**src/rtl/sram_access_controller_if.sv**
```systemverilog
// rtl/sram_access_controller_if.sv - MEM-stage request/response bundle for the SRAM access controller
interface sram_access_controller_if;
    logic        read_en;
    logic        write_en;
    logic [31:0] address;
    logic [31:0] write_data;
    logic [31:0] read_data;
    logic        ready;

    modport master (
        output read_en,
        output write_en,
        output address,
        output write_data,
        input  read_data,
        input  ready
    );

    modport slave (
        input  read_en,
        input  write_en,
        input  address,
        input  write_data,
        output read_data,
        output ready
    );
endinterface

```
**src/rtl/sram_access_controller.sv**
```systemverilog
// rtl/sram_access_controller.sv - sequences 32-bit MEM-stage accesses onto a 16-bit asynchronous SRAM
module sram_access_controller #(
    parameter int ADDR_OFFSET   = 1024,
    parameter int ACCESS_CYCLES = 6,
    parameter int SRAM_ADDR_W   = 18
) (
    input  logic                   clk,
    input  logic                   rst,
    sram_access_controller_if.slave bus,
    output logic [SRAM_ADDR_W-1:0] sram_addr,
    input  logic [15:0]            sram_dq_in,
    output logic [15:0]            sram_dq_out,
    output logic                   sram_dq_oe,
    output logic                   sram_we_n,
    output logic                   sram_oe_n,
    output logic                   sram_ce_n,
    output logic                   sram_ub_n,
    output logic                   sram_lb_n
);
    // One SRAM address bit selects the half-word, the rest is the word index.
    localparam int WORD_W = SRAM_ADDR_W - 1;
    // The wait counter is loaded with ACCESS_CYCLES-4 and counts down to zero.
    localparam int CNT_W  = (ACCESS_CYCLES > 4) ? $clog2(ACCESS_CYCLES - 3) : 1;

    typedef enum logic [2:0] {
        IDLE,
        LOW,
        HIGH,
        WAIT,
        DONE
    } state_t;

    state_t            state;
    logic [CNT_W-1:0]  wait_cnt;
    logic              op_write;
    logic [WORD_W-1:0] word_q;
    logic [31:0]       data_q;
    logic [15:0]       staging;
    logic [31:0]       read_data_q;
    logic              request;
    logic [WORD_W-1:0] req_word;

    // Chip, upper and lower byte selects are permanently active.
    assign sram_ce_n = 1'b0;
    assign sram_ub_n = 1'b0;
    assign sram_lb_n = 1'b0;

    assign request = bus.read_en | bus.write_en;

    // Word index of the incoming request; upper bits beyond the SRAM size wrap silently.
    assign req_word = WORD_W'((bus.address - 32'(ADDR_OFFSET)) >> 2);

    // Pipeline may advance only in DONE or when nothing is being requested in IDLE.
    assign bus.ready = (state == DONE) || ((state == IDLE) && !request);

    assign bus.read_data = read_data_q;

    // Access sequencer: state, latched request and registered SRAM pin drive.
    always_ff @(posedge clk or negedge rst) begin
        if (!rst) begin
            state       <= IDLE;
            wait_cnt    <= '0;
            op_write    <= 1'b0;
            word_q      <= '0;
            data_q      <= '0;
            staging     <= '0;
            read_data_q <= '0;
            sram_addr   <= '0;
            sram_dq_out <= '0;
            sram_dq_oe  <= 1'b0;
            sram_we_n   <= 1'b1;
            sram_oe_n   <= 1'b1;
        end else begin
            case (state)
                IDLE: begin
                    if (request) begin
                        // Write takes priority when both enables are raised together.
                        op_write   <= bus.write_en;
                        word_q     <= req_word;
                        data_q     <= bus.write_data;
                        sram_addr  <= {req_word, 1'b0};
                        if (bus.write_en) begin
                            sram_dq_out <= bus.write_data[15:0];
                        end
                        sram_we_n  <= !bus.write_en;
                        sram_dq_oe <= bus.write_en;
                        sram_oe_n  <= bus.write_en;
                        state      <= LOW;
                    end
                end
                LOW: begin
                    if (!op_write) begin
                        staging <= sram_dq_in;
                    end else begin
                        sram_dq_out <= data_q[31:16];
                    end
                    sram_addr <= {word_q, 1'b1};
                    state     <= HIGH;
                end
                HIGH: begin
                    if (!op_write) begin
                        read_data_q <= {sram_dq_in, staging};
                    end
                    sram_we_n  <= 1'b1;
                    sram_oe_n  <= 1'b1;
                    sram_dq_oe <= 1'b0;
                    if (ACCESS_CYCLES > 3) begin
                        wait_cnt <= CNT_W'(ACCESS_CYCLES - 4);
                        state    <= WAIT;
                    end else begin
                        state <= DONE;
                    end
                end
                WAIT: begin
                    if (wait_cnt == '0) begin
                        state <= DONE;
                    end else begin
                        wait_cnt <= wait_cnt - 1'b1;
                    end
                end
                DONE: begin
                    state <= IDLE;
                end
                default: begin
                    state <= IDLE;
                end
            endcase
        end
    end
endmodule

```
**src/flat_wrapper.sv**
```systemverilog
// flat-port wrapper written by rule: the top's interface ports become plain ports
module sram_access_controller_flat 
#(
    parameter int ADDR_OFFSET   = 1024,
    parameter int ACCESS_CYCLES = 6,
    parameter int SRAM_ADDR_W   = 18
)
  (clk, rst, sram_addr, sram_dq_in, sram_dq_out, sram_dq_oe, sram_we_n, sram_oe_n, sram_ce_n, sram_ub_n, sram_lb_n, bus_read_en, bus_write_en, bus_address, bus_write_data, bus_read_data, bus_ready);
  sram_access_controller_if bus_i ();
  input  logic clk;
  input  logic rst;
  output logic [SRAM_ADDR_W-1:0] sram_addr;
  input  logic [15:0] sram_dq_in;
  output logic [15:0] sram_dq_out;
  output logic sram_dq_oe;
  output logic sram_we_n;
  output logic sram_oe_n;
  output logic sram_ce_n;
  output logic sram_ub_n;
  output logic sram_lb_n;
  input wire logic [$bits(bus_i.read_en)-1:0] bus_read_en;
  input wire logic [$bits(bus_i.write_en)-1:0] bus_write_en;
  input wire logic [$bits(bus_i.address)-1:0] bus_address;
  input wire logic [$bits(bus_i.write_data)-1:0] bus_write_data;
  output wire logic [$bits(bus_i.read_data)-1:0] bus_read_data;
  output wire logic [$bits(bus_i.ready)-1:0] bus_ready;
  assign bus_i.read_en = bus_read_en;
  assign bus_i.write_en = bus_write_en;
  assign bus_i.address = bus_address;
  assign bus_i.write_data = bus_write_data;
  assign bus_read_data = bus_i.read_data;
  assign bus_ready = bus_i.ready;
  sram_access_controller #(.ADDR_OFFSET(ADDR_OFFSET), .ACCESS_CYCLES(ACCESS_CYCLES), .SRAM_ADDR_W(SRAM_ADDR_W)) u_core (.clk(clk), .rst(rst), .bus(bus_i), .sram_addr(sram_addr), .sram_dq_in(sram_dq_in), .sram_dq_out(sram_dq_out), .sram_dq_oe(sram_dq_oe), .sram_we_n(sram_we_n), .sram_oe_n(sram_oe_n), .sram_ce_n(sram_ce_n), .sram_ub_n(sram_ub_n), .sram_lb_n(sram_lb_n));
endmodule
```
**config.mk**
```make
export PLATFORM = sky130hd
export DESIGN_NAME = sram_access_controller_flat
export DESIGN_NICKNAME = d
export VERILOG_FILES = /design/src/rtl/sram_access_controller_if.sv /design/src/rtl/sram_access_controller.sv /design/src/flat_wrapper.sv
export SDC_FILE = /design/constraint.sdc
export NUM_CORES = 1
export LEC_CHECK = 0
export BUFFER_PORTS_ARGS = -buffer_cell sky130_fd_sc_hd__buf_4
export CORE_MARGIN = 2
export CORE_UTILIZATION = 50
export CTS_CLUSTER_SIZE = 12
export DETAILED_ROUTE_END_ITERATION = 10
export GPL_TIMING_DRIVEN = 0
export PLACE_DENSITY = 0.78
export SYNTH_ARGS = -nofsm -noshare
export SYNTH_HDL_FRONTEND = slang
export SYNTH_SLANG_ARGS = --single-unit
```
**constraint.sdc**
```tcl
create_clock -name clk -period 3.6 [get_ports clk]
set_input_delay 0.54 -clock clk [delete_from_list [all_inputs] [get_ports clk]]
set_output_delay 0.54 -clock clk [all_outputs]
set_load 0.01 [all_outputs]
```
==> Implementation_results.wiki, run 1 <==
{| class="wikitable"
! Metric !! Value
|-
| Required time of the critical path || 3060 ps
|-
| Sequential share of the synthesized area || 60.8%
|-
| Root Driver || sky130_fd_sc_hd__clkbuf_8
|-
| Remaining global-route overflow || 0
|-
| Number of buffers added to fix hold violations after cts || 1
|-
| Clock slew seen by the registers of the worst setup and hold paths || 60 ps
|-
| Synthesized-area fraction occupied by adder cells || 0.490%
|-
| Worst clock skew on the final layout || 8.31 ps
|-
| Number of gates resized after CTS || 0
|-
| Number of hold violations in the final report || 0
|-
| Cells traversed along the worst timing path || clkbuf_1 -> nor3_1 -> buf_4
|-
| Via count || 3779
|-
| Wire length reported by the detailed router || 11.8 mm
|-
| Worst EP arrival || 1560 ps
|-
| Hold Path Stages || 3
|-
| Portion of netlist area occupied by mux cells || 14.9%
|-
| Number of warnings issued by yosys || 0
|-
| Residual antenna-violating net count after detailed routing || 0
|-
| Combinational family with the most area after synthesis || multiplexers
|-
| TritonCTS clock tree || done
|-
| Post-route setup TNS || 0 ps
|-
| Global-route wire length before repair || 19.0 mm
|-
| Final period util || 58.2%
|-
| Pwr Total || 0.00628 W
|-
| Worst relative slew slack || 50.8%
|-
| Post-Syn Area per Cell || 11.9 µm²
|-
| First drt pass iteration count || 4
|-
| Kind of start point of the critical path || register
|-
| GR met1 Demand/Resource || 27.4%
|-
| Maximum clock frequency || 477 MHz
|-
| Clock network latency to the later pin of the worst-skew pair || 500 ps
|-
| Worst hold slack || 234 ps
|-
| Status || complete, no violations
|-
| Count of routing violations after the opening detailed-route iteration || 170
|-
| Fraction of met2 tracks used by global routing || 36.6%
|-
| Number of setup buffers added after CTS || 0
|-
| Final setup vio count || 0
|-
| Master of the slowest instance on the critical path || sky130_fd_sc_hd__dfrtp_1
|-
| Category of the critical setup timing path || register to output pin
|-
| Final weighted congestion of routability-driven global placement || 0.826
|-
| Worst ir drop on vdd || 0.400 mV
|-
| Unrepaired setup endpoints after global routing || false
|-
| Final standard cell area without fillers || 6890 µm²
|-
| Worst-margin pin slew || 733 ps
|-
| Delay of the slowest critical-path stage || 430 ps
|-
| Top cells by area in the synthesized netlist || sky130_fd_sc_hd__dfrtp_1 (60%), sky130_fd_sc_hd__mux2_2 (8.6%), sky130_fd_sc_hd__nand2_1 (7.8%)
|-
| Worst Reg-to-Reg Cells || 5
|-
| Xor-xnor portion of the synthesized cell area || 0.857%
|-
| Sink count of the clock tree || 124
|-
| Post-layout nets || 676
|-
| Cell type with the largest total area after synthesis || sky130_fd_sc_hd__dfrtp_1
|-
| # DRC || 0
|-
| Count of H-tree levels built during CTS || 4
|-
| Leakage component of the power || 3.43 nW
|-
| Pin count of the biggest net entering global routing || 71
|-
| Synthesis-stage register bit count || 124
|-
| Clock buffer count from CTS || 17
|-
| Simple-Gate Fraction of Synth Area || 11.1%
|-
| All-layer global routing usage || 22.2%
|-
| GRT busiest layer || met2
|-
| Placed insts || 703
|-
| Routed WL per cell || 16.0 µm
|-
| IO Port Bufs || 136
|-
| Area of the core || 9860 µm²
|-
| Setup crit end kind || output pin
|-
| Floorplan die width || 105 µm
|-
| Compound-cell area share of the yosys netlist || 8.48%
|-
| Synthesized instance count || 431
|-
| Area fraction of the dominant cell type after synthesis || 59.8%
|-
| Type of the worst min-delay path || input port to register
|-
| Starting density of the core || 51.8%
|-
| Die area || 11000 µm²
|-
| Critical path peak fanout || 10
|-
| Antenna violations before repair || 0
|-
| Max-slew violation total from the final report || 0
|-
| Via count of the first global-routing pass || 3874
|-
| Commonest cells after routing, fill and taps aside || sky130_fd_sc_hd__buf_4 (140), sky130_fd_sc_hd__dfrtp_1 (122), sky130_fd_sc_hd__nand2_1 (106)
|-
| Max cap viols || 0
|-
| Core Rows || 36
|-
| Synth-to-layout area growth || 35.0%
|-
| Area after DPL || 6330 µm²
|-
| Proportion of layout cells with a drive suffix above 1 || 39.0%
|-
| Tmin final || 2100 ps
|-
| Power density over the cells || 911 nW/µm²
|-
| Global-route met3 utilization || 7.80%
|-
| Boundary pin count || 157
|-
| Post-synthesis cell type count || 42
|-
| Vias per cell || 5.14
|-
| Number of buffers on the longest clock path || 2
|-
| Die Y-Extent || 105 µm
|-
| Diodes inserted || 0
|-
| Most common cell after layout, fill and taps aside || sky130_fd_sc_hd__buf_4
|-
| Final Instance Count excl. Fillers || 735
|-
| Summed instance area of the synthesized netlist || 5110 µm²
|-
| Detailed-placement wirelength estimate || 8.42 mm
|}
## Yosys cell counts (all sizes together)
library cell	instances
a21o	7
a21oi	5
a221o	6
a22o	3
a22oi	12
a31oi	1
and2	1
buf	15
clkbuf	12
conb	1
dfrtp	122
dfstp	2
ha	2
inv	4
mux2	50
mux2i	16
nand2	106
nand2b	1
nand3	1
nor2	14
nor2b	3
nor3	4
nor3b	1
nor4	1
o21ai	27
o21bai	1
o22a	1
o31ai	2
or3	3
or4	2
xnor2	3
xor2	2
## routing by layer
layer  share of wire, %  wire [µm]  vias up
li1                   -          -     1789
met1                 42       4990     1848
met2                 50       5900      131
met3                6.3        741       11
met4                1.2        145        0
met5                  0          0        -
## through the flow
| stage | setup slack (ps) | util [%] |
|---|---|---|
| after global placement | 1560 | 63.9 |
| after floorplan | 1840 | - |
| after global routing | 1360 | 69.9 |
| after CTS | 1490 | 69.9 |
| after detailed placement | 1510 | 64.2 |
| final | 1500 | 69.9 |
## state kept, by name, summed over array words and instances (netlist names)
signal	cells
u_core.bus.read_data	32
u_core.sram_addr	18
u_core.word_q	17
u_core.data_q	16
u_core.sram_dq_out	16
u_core.staging	16
u_core.state	3
u_core.wait_cnt	2
u_core.op_write	1
u_core.sram_dq_oe	1
u_core.sram_oe_n	1
u_core.sram_we_n	1
## critical path: cells and delay by family (launching register included)
family / cells / cell delay (ps)
buf+inv: 2 / 390
flops: 1 / 430
simple gates: 1 / 230
## report_power, final
part	switching, W	internal, W	leakage [nW]
clock network	0.000560	0.00101	0.271
registers	0.000378	0.00206	1.52
logic	0.00105	0.00122	1.63
## worst paths after layout
path	startpoint	to	slack (ps)
max	u_core.state[0]	bus_ready	1500
min in group asynchronous	rst	u_core.staging[9]	570
max reg2reg	u_core.state[0]	u_core.sram_addr[9]	1640
min	bus_write_data[17]	u_core.data_q[17]	230
min reg2reg	u_core.sram_oe_n	u_core.sram_oe_n	470
max in group asynchronous	rst	u_core.data_q[20]	2330
## cell type report
type,count,area [µm²]
buffer,27,151
clock buffer,23,457
clock inverter,8,92.6
fill,741,2970
inverter,4,15.0
multi-input combinational,278,1840
sequential,124,3110
tap,133,166
timing repair buffer,138,1060
## kinds of logic after synthesis
group           after synthesis
compound gates               65
xor+xnor                      5
fa+ha+maj                     2
buf+inv                      31
flops                       124
mux                          66
other cells                   1
simple gates                137
(Power assumes the default switching activity.)
==> run 2, diff against run 1 <==
- clock period: 3.6 -> 1.99 ns (I/O delays scaled with it)
==> run 2 against run 1 <==
Net effect:
- hold slack worse by 190 ps
- core utilization up 2.8 points
- non-clock buffer count up 25
- first-iteration DRC count up 23%
- critical endpoint is now u_core.staging[7]
- largest cell class unchanged
- highest routed layer unchanged
==> Implementation_results.wiki, run 2 (synthesized netlist as in run 1, its figures left out) <==
{| class="wikitable"
! Metric !! Value
|-
| Final weighted congestion of routability-driven global placement || 0.826
|-
| Starting density of the core || 51.8%
|-
| Vias per cell || 5.19
|-
| Detailed-placement wirelength estimate || 8.42 mm
|-
| Unrepaired setup endpoints after global routing || false
|-
| Root Driver || sky130_fd_sc_hd__clkbuf_8
|-
| Global-route wire length before repair || 20.1 mm
|-
| TritonCTS clock tree || done
|-
| Boundary pin count || 157
|-
| Count of routing violations after the opening detailed-route iteration || 209
|-
| # DRC || 0
|-
| Area used by multi-input combinational logic || 1860 µm²
|-
| Worst relative slew slack || 51.4%
|-
| Required time of the critical path || 2370 ps
|-
| Core Rows || 36
|-
| Layout filler cell count || 695
|-
| Die Y-Extent || 105 µm
|-
| Largest register FFs || 32
|-
| Max-slew violation total from the final report || 0
|-
| Tmin final || 1940 ps
|-
| Residual antenna-violating net count after detailed routing || 0
|-
| IO Port Bufs || 136
|-
| Category of the critical setup timing path || register to register
|-
| Count of H-tree levels built during CTS || 4
|-
| Register area || 3110 µm²
|-
| Final Instance Count excl. Fillers || 760
|-
| Area of the core || 9860 µm²
|-
| Remaining global-route overflow || 0
|-
| Clock buffer count from CTS || 17
|-
| Sink count of the clock tree || 124
|-
| Wire length reported by the detailed router || 12.6 mm
|-
| Worst ir drop on vdd || 0.718 mV
|-
| Final period util || 97.6%
|-
| Floorplan die width || 105 µm
|-
| Commonest cells after routing, fill and taps aside || sky130_fd_sc_hd__buf_4 (140), sky130_fd_sc_hd__dfrtp_1 (122), sky130_fd_sc_hd__nand2_1 (106)
|-
| Most common cell after layout, fill and taps aside || sky130_fd_sc_hd__buf_4
|-
| Worst-margin pin slew || 725 ps
|-
| End-of-flow core utilization || 72.6%
|-
| Via count || 3946
|-
| First drt pass iteration count || 5
|-
| Post-route setup TNS || 0 ps
|-
| Synth-to-layout area growth || 40.3%
|-
| Worst EP arrival || 2320 ps
|-
| Antenna violations before repair || 0
|-
| Status || complete, no violations
|-
| Number of setup buffers added after CTS || 0
|-
| Critical path peak fanout || 10
|-
| Leakage component of the power || 3.54 nW
|-
| Power density over the cells || 1600 nW/µm²
|-
| Pin count of the biggest net entering global routing || 71
|-
| Type of the worst min-delay path || input port to register
|-
| Die area || 11000 µm²
|-
| Diodes inserted || 0
|-
| Worst clock skew on the final layout || 7.71 ps
|-
| Kind of start point of the critical path || register
|-
| Clock slew seen by the registers of the worst setup and hold paths || 50 ps
|-
| Setup crit end kind || register
|-
| Number of buffers on the longest clock path || 2
|-
| Clock network latency to the later pin of the worst-skew pair || 500 ps
|-
| Post-layout nets || 701
|-
| Max cap viols || 0
|-
| Pwr Total || 0.0115 W
|-
| Via count of the first global-routing pass || 4055
|-
| Placed insts || 703
|-
| All-layer global routing usage || 23.5%
|-
| Routed WL per cell || 16.5 µm
|-
| Proportion of layout cells with a drive suffix above 1 || 38.0%
|-
| Maximum clock frequency || 515 MHz
|-
| Final setup vio count || 0
|-
| Number of hold violations in the final report || 0
|}
run 2: cell types whose count changed in the layout (fill, tap and decap cells not counted), sizes merged:
cell | before | now
dlygate4sd3 | 1 | 26
run 2: power breakdown:
part           switching, W  internal [W]  total, W
registers          0.000704       0.00372   0.00442
clock network       0.00102       0.00183   0.00285
logic               0.00197       0.00226   0.00422
run 2: what timing repair did:
item / 4_1_cts / 5_1_grt
endpoints found under the hold margin: 79 / 2
hold buffers: 24 / 2
cloned: 0 / 0
gates resized for setup: 1 / 6
endpoints found under the setup margin: 10 / 25
run 2: worst paths after layout:
check	startpoint	to	slack, ps	depth (start not counted)
max in group asynchronous	rst	u_core.data_q[23]	960	3
max	u_core.state[1]	u_core.staging[7]	50	8
min in group asynchronous	rst	u_core.staging[9]	330	2
min	sram_dq_in[13]	u_core.staging[13]	40	2
max reg2reg	u_core.state[1]	u_core.staging[7]	50	8
min reg2reg	u_core.sram_oe_n	u_core.sram_oe_n	470	2
run 2: metrics by stage:
stage / setup slack, ps / hold WS (ps) / instance area, µm²
after floorplan: 255 / 2.91 / 5110
after global placement: 92.6 / 451 / 6300
after detailed placement: -3.14 / 291 / 6330
after CTS: 24.8 / 4.42 / 7130
after global routing: 6.69 / 11.0 / 7170
final: 47.1 / 40.0 / 7170
run 2: layer usage:
| layer | global-route usage [%] | part of all wire [%] | up-vias |
|---|---|---|---|
| li1 | - | - | 1838 |
| met1 | 28.4 | 41 | 1928 |
| met2 | 39.7 | 51 | 160 |
| met3 | 7.74 | 6.7 | 20 |
| met4 | 7.71 | 1.6 | 0 |
| met5 | 0 | 0 | - |
run 2: critical path, stage by stage, from the launching register on:
cell and delay, ps:
sky130_fd_sc_hd__dfrtp_1 360, sky130_fd_sc_hd__buf_4 170, sky130_fd_sc_hd__nor2_2 190, sky130_fd_sc_hd__and2_1 170, sky130_fd_sc_hd__buf_6 140, sky130_fd_sc_hd__nor2b_4 150
sky130_fd_sc_hd__buf_6 140, sky130_fd_sc_hd__buf_6 190, sky130_fd_sc_hd__mux2_4 320
run 2: cell type report:
class / instances / area share, %
Clock buffer: 23 / 6.37
Inverter: 4 / 0.210
Buffer: 27 / 2.15
Tap cell: 133 / 2.32
Timing Repair Buffer: 163 / 18.3
Clock inverter: 8 / 1.29
Multi-Input combinational cell: 278 / 26.0
Sequential cell: 124 / 43.3
==> run 3, diff against run 2 <==
- clock period: 1.99 -> 2.2 ns (I/O delays scaled with it)
==> run 3 against run 2 <==
Net effect:
- sequential share of layout area is 1.6 points higher
- final cell count is 3.0% lower
- critical path depth down 1
- core utilization shrank 2.6 points
- sequential cell count is the same
- critical endpoint is now u_core.sram_addr[6]
==> Implementation_results.wiki, run 3 (synthesized netlist as in run 1, its figures left out) <==
{| class="wikitable"
! Metric !! Value
|-
| Die Y-Extent || 105 µm
|-
| Least setup slack across all paths after layout || 209 ps
|-
| Status || complete, no violations
|-
| Unrepaired setup endpoints after global routing || false
|-
| Leakage component of the power || 3.44 nW
|-
| Category of the critical setup timing path || register to register
|-
| Proportion of layout cells with a drive suffix above 1 || 38.9%
|-
| Boundary pin count || 157
|-
| Final period util || 90.5%
|-
| Count of H-tree levels built during CTS || 4
|-
| Most common cell on crit path || sky130_fd_sc_hd__nand2_1
|-
| Vias per cell || 5.14
|-
| Number of hold violations in the final report || 0
|-
| Via count || 3788
|-
| Antenna violations before repair || 0
|-
| End-of-flow core utilization || 70.1%
|-
| Kind of start point of the critical path || register
|-
| Commonest cells after routing, fill and taps aside || sky130_fd_sc_hd__buf_4 (140), sky130_fd_sc_hd__dfrtp_1 (122), sky130_fd_sc_hd__nand2_1 (106)
|-
| Max cap viols || 0
|-
| Critical path peak fanout || 10
|-
| Post-route setup TNS || 0 ps
|-
| Synth-to-layout area growth || 35.4%
|-
| Power density over the cells || 1490 nW/µm²
|-
| Pin count of the biggest net entering global routing || 71
|-
| Pwr Total || 0.0103 W
|-
| Area used by multi-input combinational logic || 1840 µm²
|-
| TritonCTS clock tree || done
|-
| Clock slew seen by the registers of the worst setup and hold paths || 60 ps
|-
| Worst relative slew slack || 50.9%
|-
| Die area || 11000 µm²
|-
| First drt pass iteration count || 4
|-
| Setup crit end kind || register
|-
| Wire length reported by the detailed router || 11.8 mm
|-
| Final weighted congestion of routability-driven global placement || 0.826
|-
| Count of routing violations after the opening detailed-route iteration || 174
|-
| Via count of the first global-routing pass || 3879
|-
| Global-route wire length before repair || 19.1 mm
|-
| IO Port Bufs || 136
|-
| Area of the core || 9860 µm²
|-
| Layout filler cell count || 739
|-
| Capture instance of the worst register-to-register path || u_core.sram_addr[6]
|-
| Minimum setup slack after placement || 207 ps
|-
| Startpoint of the lowest-slack hold path || bus_write_data[23]
|-
| Root Driver || sky130_fd_sc_hd__clkbuf_8
|-
| Tmin final || 1990 ps
|-
| Detailed-placement wirelength estimate || 8.42 mm
|-
| Kind of cell adding the most delay to the critical path || simple AND/OR/NAND/NOR gates
|-
| Critical path buffer and inverter count || 3
|-
| Register area || 3110 µm²
|-
| Worst-margin pin slew || 731 ps
|-
| Diodes inserted || 0
|-
| Worst EP arrival || 2430 ps
|-
| Delay of the slowest critical-path stage || 370 ps
|-
| Floorplan die width || 105 µm
|-
| Cells traversed along the worst timing path || buf_4 -> nor3_1 -> nor2b_1 -> clkbuf_1 -> buf_2 -> nand2_1 -> nand2_1
|-
| Hold Path Stages || 3
|-
| Largest register FFs || 32
|-
| Starting density of the core || 51.8%
|-
| Type of the worst min-delay path || input port to register
|-
| Register-to-register setup slack || 210 ps
|-
| Core Rows || 36
|-
| Crit path launch || u_core.state[1]
|-
| Most common cell after layout, fill and taps aside || sky130_fd_sc_hd__buf_4
|-
| # DRC || 0
|-
| Residual antenna-violating net count after detailed routing || 0
|-
| Remaining global-route overflow || 0
|-
| Clock network latency to the later pin of the worst-skew pair || 500 ps
|-
| Worst clock skew on the final layout || 8.94 ps
|-
| Worst min-delay path endpoint || u_core.data_q[23]
|-
| Sink count of the clock tree || 124
|-
| Required time of the critical path || 2640 ps
|-
| Clock buffer count from CTS || 17
|-
| Worst ir drop on vdd || 0.655 mV
|-
| Number of buffers on the longest clock path || 2
|-
| Maximum clock frequency || 502 MHz
|-
| Master of the slowest instance on the critical path || sky130_fd_sc_hd__nor3_1
|-
| Post-layout nets || 678
|-
| Max-slew violation total from the final report || 0
|-
| Worst Reg-to-Reg Cells || 7
|-
| Crit Reg-Reg Startpoint || u_core.state[1]
|-
| All-layer global routing usage || 22.3%
|-
| Routed WL per cell || 16.0 µm
|-
| Final setup vio count || 0
|}
## run 3: repair_timing
| item | CTS | global route |
|---|---|---|
| hold buffers | 2 | 1 |
| endpoints found under the hold margin | 53 | 1 |
| buffers inserted | 0 | 0 |
| resized for setup | 0 | 0 |
## run 3: worst max-delay path by stage
stage                     slack, ps              endpoint  cells after the start
after detailed placement        210   u_core.sram_addr[6]                      7
after global placement          300  u_core.sram_addr[15]                      5
after global routing             30  u_core.sram_addr[15]                      5
after CTS                       170   u_core.sram_addr[6]                      7
after floorplan                 460    u_core.staging[10]                      8
final                           210   u_core.sram_addr[6]                      7
## run 3: cell type report
class,count,share of cell area [%]
Multi-Input combinational cell,278,26.7
Buffer,27,2.19
Clock inverter,8,1.34
Tap cell,133,2.41
Timing Repair Buffer,140,15.7
Inverter,4,0.217
Sequential cell,124,44.9
Clock buffer,23,6.61
## run 3: worst register-to-register path, stage by stage, from the launching register on
cell	delay [ps]
sky130_fd_sc_hd__dfrtp_1	350
sky130_fd_sc_hd__buf_4	160
sky130_fd_sc_hd__nor3_1	380
sky130_fd_sc_hd__nor2b_1	250
sky130_fd_sc_hd__clkbuf_1	290
sky130_fd_sc_hd__buf_2	310
sky130_fd_sc_hd__nand2_1	110
sky130_fd_sc_hd__nand2_1	70
## run 3: metrics by stage
step	hold slack [ps]	instances	cell area, µm²
2_1_floorplan	34.4	433	5110
3_3_place_gp	451	702	6300
3_5_place_dp	323	703	6330
4_1_cts	1.66	736	6900
5_1_grt	1.17	737	6910
6_report	23.7	737	6910
## run 3: report_power, final
part	total, W	switching, W	internal [W]
clock	0.00258	0.000924	0.00165
sequential	0.00398	0.000617	0.00336
combinational	0.00373	0.00173	0.00200
total	0.0103	0.00327	0.00702
## run 3: layer usage
layer / up-vias / wire length, µm / GRT usage (%)
met5: - / 0 / 0
met3: 11 / 757 / 7.67
met4: 0 / 155 / 7.14
li1: 1788 / - / -
met1: 1853 / 5010 / 27.5
met2: 136 / 5910 / 36.8
